### config.mk
export PLATFORM = sky130hd
export DESIGN_NAME = reset_reg_pipe
export DESIGN_NICKNAME = d
export VERILOG_FILES = /design/src/rtl/reset_reg_pkg.sv /design/src/rtl/reset_reg_stage.sv /design/src/rtl/reset_reg_pipe.sv
export SDC_FILE = /design/constraint.sdc
export NUM_CORES = 1
export LEC_CHECK = 0
export CAP_MARGIN = 10
export CORE_AREA = 10 10 47 49
export DETAILED_ROUTE_END_ITERATION = 10
export DIE_AREA = 0 0 57 59
export PLACE_DENSITY_LB_ADDON = 0.25
export SLEW_MARGIN = 10
export SYNTH_ARGS = -nofsm -noshare
export SYNTH_HDL_FRONTEND = slang
export SYNTH_HIERARCHICAL = 1
export SYNTH_SLANG_ARGS = --single-unit
### constraint.sdc
create_clock -name clk -period 1.75 [get_ports clk]
set_input_delay 0.35 -clock clk [delete_from_list [all_inputs] [get_ports clk]]
set_output_delay 0.35 -clock clk [all_outputs]
set_load 0.005 [all_outputs]
### src/rtl/reset_reg_pkg.sv
// Shared definitions for the reset_reg_pipe register pipeline: count-width helper and stage state.
package reset_reg_pkg;

  typedef enum logic {
    STG_EMPTY = 1'b0,
    STG_FULL  = 1'b1
  } stage_state_e;

  // Ceiling log2. Never returns less than 1, so a counter port is always at least one bit wide.
  function automatic int unsigned clog2(input int unsigned value);
    int unsigned r;
    r = 0;
    while ((64'd1 << r) < 64'(value)) begin
      r++;
    end
    return (r == 0) ? 1 : r;
  endfunction

endpackage

### src/rtl/reset_reg_stage.sv
// One valid+data pipeline stage. It has load, unload and clear controls and a synchronous active-low reset.
// Optional macro RESET_REG_PIPE_RANDOM_INIT_EN: randomises data and empties the stage at time 0.
module reset_reg_stage
  import reset_reg_pkg::*;
#(
  parameter int unsigned      WIDTH       = 1,
  parameter logic [WIDTH-1:0] RESET_VALUE = '0
) (
  input  logic             clk,
  input  logic             rst_n,
  input  logic             load_i,
  input  logic             unload_i,
  input  logic             clear_i,
  input  logic [WIDTH-1:0] d_i,
  output logic             valid_o,
  output logic [WIDTH-1:0] q_o
);

  stage_state_e     state_q, state_d;
  logic [WIDTH-1:0] data_q;

`ifdef RESET_REG_PIPE_RANDOM_INIT_EN
  initial begin
    state_q = STG_EMPTY;
    for (int unsigned b = 0; b < WIDTH; b++) begin
      data_q[b] = 1'($random);
    end
  end
`endif

  // A simultaneous load and unload leaves the stage full with the new beat.
  always_comb begin
    state_d = state_q;
    if (clear_i) begin
      state_d = STG_EMPTY;
    end else if (load_i) begin
      state_d = STG_FULL;
    end else if (unload_i) begin
      state_d = STG_EMPTY;
    end
  end

  always_ff @(posedge clk) begin
    if (!rst_n) begin
      state_q <= STG_EMPTY;
      data_q  <= RESET_VALUE;
    end else begin
      state_q <= state_d;
      if (load_i) begin
        data_q <= d_i;
      end
    end
  end

  assign valid_o = (state_q == STG_FULL);
  assign q_o     = data_q;

endmodule

### src/rtl/reset_reg_pipe.sv
// Elastic register pipeline of DEPTH stages, with flush, occupancy count and synchronous active-low reset.
// Optional macro RESET_REG_PIPE_RANDOM_INIT_EN: the stages start empty at time 0 with random data.
module reset_reg_pipe
  import reset_reg_pkg::*;
#(
  parameter int unsigned      WIDTH       = 1,
  parameter int unsigned      DEPTH       = 2,
  parameter logic [WIDTH-1:0] RESET_VALUE = {WIDTH{1'b0}}
) (
  input  logic                          clk,
  input  logic                          rst_n,
  input  logic                          in_valid,
  output logic                          in_ready,
  input  logic [WIDTH-1:0]              in_data,
  output logic                          out_valid,
  input  logic                          out_ready,
  output logic [WIDTH-1:0]              out_data,
  input  logic                          flush,
  output logic [clog2(DEPTH+1)-1:0]     count
);

  localparam int unsigned CW = clog2(DEPTH + 1);

  logic [DEPTH-1:0] v;
  logic [DEPTH-1:0] move;
  logic [DEPTH-1:0] load;
  logic [WIDTH-1:0] d        [DEPTH];
  logic [WIDTH-1:0] stage_in [DEPTH];
  logic             gate;
  logic             accept;
  logic             xfer;
  logic [CW-1:0]    count_q, count_d;

  assign gate = rst_n & ~flush;

  // The ready chain is walked from the output back to the input. Each stage can take a beat
  // when it is empty or when it moves forward in the same cycle, so bubbles collapse.
  always_comb begin
    logic        ok;
    int unsigned idx;
    move     = '0;
    in_ready = 1'b0;
    ok       = out_ready;
    idx      = 0;
    for (int unsigned k = 0; k < DEPTH; k++) begin
      idx       = DEPTH - 1 - k;
      move[idx] = v[idx] & gate & ok;
      ok        = ~v[idx] | move[idx];
    end
    in_ready = gate & ok;
  end

  assign accept = in_valid & in_ready;

  always_comb begin
    load        = '0;
    stage_in[0] = in_data;
    load[0]     = accept;
    for (int unsigned i = 1; i < DEPTH; i++) begin
      stage_in[i] = d[i-1];
      load[i]     = move[i-1];
    end
  end

  for (genvar g = 0; g < DEPTH; g++) begin : g_stage
    reset_reg_stage #(
      .WIDTH       (WIDTH),
      .RESET_VALUE (RESET_VALUE)
    ) u_stage (
      .clk      (clk),
      .rst_n    (rst_n),
      .load_i   (load[g]),
      .unload_i (move[g]),
      .clear_i  (flush),
      .d_i      (stage_in[g]),
      .valid_o  (v[g]),
      .q_o      (d[g])
    );
  end

  assign out_valid = v[DEPTH-1] & ~flush;
  assign out_data  = d[DEPTH-1];
  assign xfer      = out_valid & out_ready;

  always_comb begin
    count_d = count_q;
    if (flush) begin
      count_d = '0;
    end else begin
      count_d = count_q + CW'(accept) - CW'(xfer);
    end
  end

  always_ff @(posedge clk) begin
    if (!rst_n) begin
      count_q <= '0;
    end else begin
      count_q <= count_d;
    end
  end

  assign count = count_q;

endmodule

==> reports/results.ini <==
[sta]
maxSlewViolCount=0
min_period_over_period_pct=89.62
finalSetupViolCount=0
tightest_slew_ps=181.0
fin_crit_ps=1568
hold_viol=0
relSlewSlack_pct=87.94
rsz0062_at_grt=false
finClkSkew_ps=2.627
setup_slack_ps=181.6
max_freq_mhz=637.6
tns_ps=0

[synth]
synth_area_leaders=dfxtp_1, nor2b_1, ha_1
synth_top_family_by_area=simple AND/OR/NAND/NOR gates
netlist.area_leader.share_pct=37.07
synth.avg_cell_area_sq_um=10.13
synthAdderAreaFrac_pct=7.722
synth-compound-area-share_pct=6.178
synth_cells=32
synth-async-reset-ratio_pct=0
synth-edff-count=0
syn_nets=40
ys.flop_type=dfxtp_1
seq_area_frac_synth_pct=37.07
yosysUniqueCellTypes=14
synth_top_area_cell=dfxtp_1
muxShareOfSynthArea_pct=6.178
ys_warn_count=6
synth_area_sq_um=324.1
synth-simple-area-share_pct=32.43
ys_ff_latch=6
synth_xor_area_share_pct=6.950

[worst_setup_path]
cp-end-kind=flop
crit_type=primary input to flop
r2r_slack_ps=350
worstPathMaxFanout=4
required_ps=1930
r2r.worst_path.cells=7
setup.worst_path.start=flush
arrival_ps=1750
crit_path_start_kind=primary input
crit_end=count[1]
r2r_end=count[1]
worstReg2RegStart=g_stage[1].u_stage/valid_o

[global_routing]
grt_overflow=0
grt_pass1_wl_um=1255
grtUsageTotal_pct=4.801
use_met1_pct=5.952
grt.busiest_layer=met2
grt_pass1_vias=293
globalRouteMet2Util_pct=6.047
grt_util_met3_pct=1.502
antenna_found_initial=0
grt_max_degree=6

[power]
combPwrFrac_pct=11.9
total_power_w=0.0003027
power.switching_w=0.00006232
ir_worst_vdd_uv=328.5
internal_power_w=0.0002404
p_leak_nw=0.2699
seqPwrFrac_pct=46.3
clkPwrFrac_pct=41.7
power_density_nw_per_um2=603.4
swShare_pct=20.58

[routing]
vias_per_cell=4.154
first_pass_iters=2
route.antenna.remaining_nets=0
drt_wl_total_um=683
drtIter0Drc=2
drc_errors=0
num_vias=270
wire_per_inst_um=10.51

[final_layout]
utilization_pct=35.80
fillers=170
final_cells=65
n_antenna_cell=0
drive_gt1_share_pct=18.37
nNetsFinal=59
syn_to_final_growth_pct=54.83

[cts]
clk_path_buf_depth=2
htree_levels=1
clkTransAtPathRegs_ps=50
hold_buffers=0
insertion_delay_ps=240
cts_tree=done
cts_root_buf=clkbuf_4
cts.sinks=6
cts_buffers=3

[die]
fp.dieW_um=57
coreArea_sq_um=1401
die-area_sq_um=3363
fp.dieH_um=59
rows=14
num_io_pins=11
initial_core_util_pct=23.13

[placement]
io_buffers=10
gp_congestion=0.6452
dp_cells=61
dpl.hpwl_um=543
dp_slack_ps=-297.5

[min_path]
min_path_type=flop to flop

[run]
drv_cap=0

[outcome]
outcome=finished, final reports clean

## how the worst min path moves through the flow
stage / from / to / slack (ps) / cells after the start
floorplan: rst_n / g_stage[0].u_stage/q_o / 480 / 1
global route: g_stage[1].u_stage/q_o / g_stage[1].u_stage/q_o / 550 / 2
finish: g_stage[1].u_stage/q_o / g_stage[1].u_stage/q_o / 530 / 2
detailed placement: g_stage[1].u_stage/q_o / g_stage[1].u_stage/q_o / 510 / 2
global placement: g_stage[1].u_stage/q_o / g_stage[1].u_stage/q_o / 520 / 2
CTS: g_stage[1].u_stage/q_o / g_stage[1].u_stage/q_o / 530 / 2
## layer usage
| layer | part of all wire, % | up-vias |
|---|---|---|
| li1 | - | 141 |
| met1 | 53 | 119 |
| met2 | 41 | 8 |
| met3 | 5.1 | 2 |
| met4 | 0.73 | 0 |
| met5 | 0 | - |
## worst max-delay path, stage by stage
cell and delay (ps):
dlygate4sd2_1 280, nor2b_4 130, buf_4 110, nand3_1 70, ha_1 290, inv_1 60, ha_1 140, xnor3_1 220
nor2b_2 100
## cell usage in the layout (no fill, tap or decap)
cell	n
buf_4	4
mux2i_1	2
nor2b_2	1
ha_1	2
clkdlybuf4s50_1	5
o211a_1	2
clkbuf_4	3
nand3b_1	1
nor2b_1	5
inv_1	3
and3_1	2
nand3_1	1
dlymetal6s2s_1	1
and3b_1	1
dfxtp_1	6
nand2b_1	1
dlygate4sd2_1	4
nor2b_4	1
and2_1	3
xnor3_1	1
## power by group through the flow
stage               Combinational, W  Clock [W]  Sequential (W)
detailed placement         0.0000358          0        0.000143
floorplan                  0.0000112          0        0.000143
CTS                        0.0000372   0.000137        0.000140
global route               0.0000409   0.000144        0.000140
global placement           0.0000361          0        0.000143
finish                     0.0000362   0.000126        0.000140
## cell type report
type | count | area, sq um | area share (%)
Inverter | 3 | 11.26 | 2.244
Clock buffer | 3 | 22.52 | 4.489
Sequential cell | 6 | 120.1 | 23.94
Timing Repair Buffer | 14 | 127.6 | 25.44
Multi-Input combinational cell | 23 | 200.2 | 39.90
Tap cell | 16 | 20.02 | 3.990
## state kept, by name, summed over array words and instances (netlist names)
| name | cells |
|---|---|
| count | 2 |
| g_stage.u_stage/q_o | 2 |
| g_stage.u_stage/valid_o | 2 |
## metrics by stage
stage / hold slack (ps) / cell area [sq um]
floorplan: 478.2 / 324.1
global route: 548.9 / 501.7
finish: 525.1 / 501.7
global placement: 515.9 / 466.7
CTS: 526.0 / 499.2
detailed placement: 509.1 / 466.7
## cell usage after synthesis, drive strengths merged, types with 2 or more instances
cell type and number:
o211a 2, dfxtp 6, ha 2, mux2i 2, inv 3, nor2b 7, and3 2, and2 3
## what timing repair did
action	in CTS	in global routing
gates resized for setup	6	1
endpoints found under the hold margin	0	0
endpoints found under the setup margin	3	2
setup buffers	1	0
gates cloned	0	0
## logic make-up (layout without fill, tap and decap cells)
family	count (synthesis)	after routing
fa+ha+maj	2	2
buf+inv	3	20
simple gates	16	16
flops	6	6
xor+xnor	1	1
compound gates	2	2
mux	2	2
Note: power is estimated with default switching activity, not from simulation.
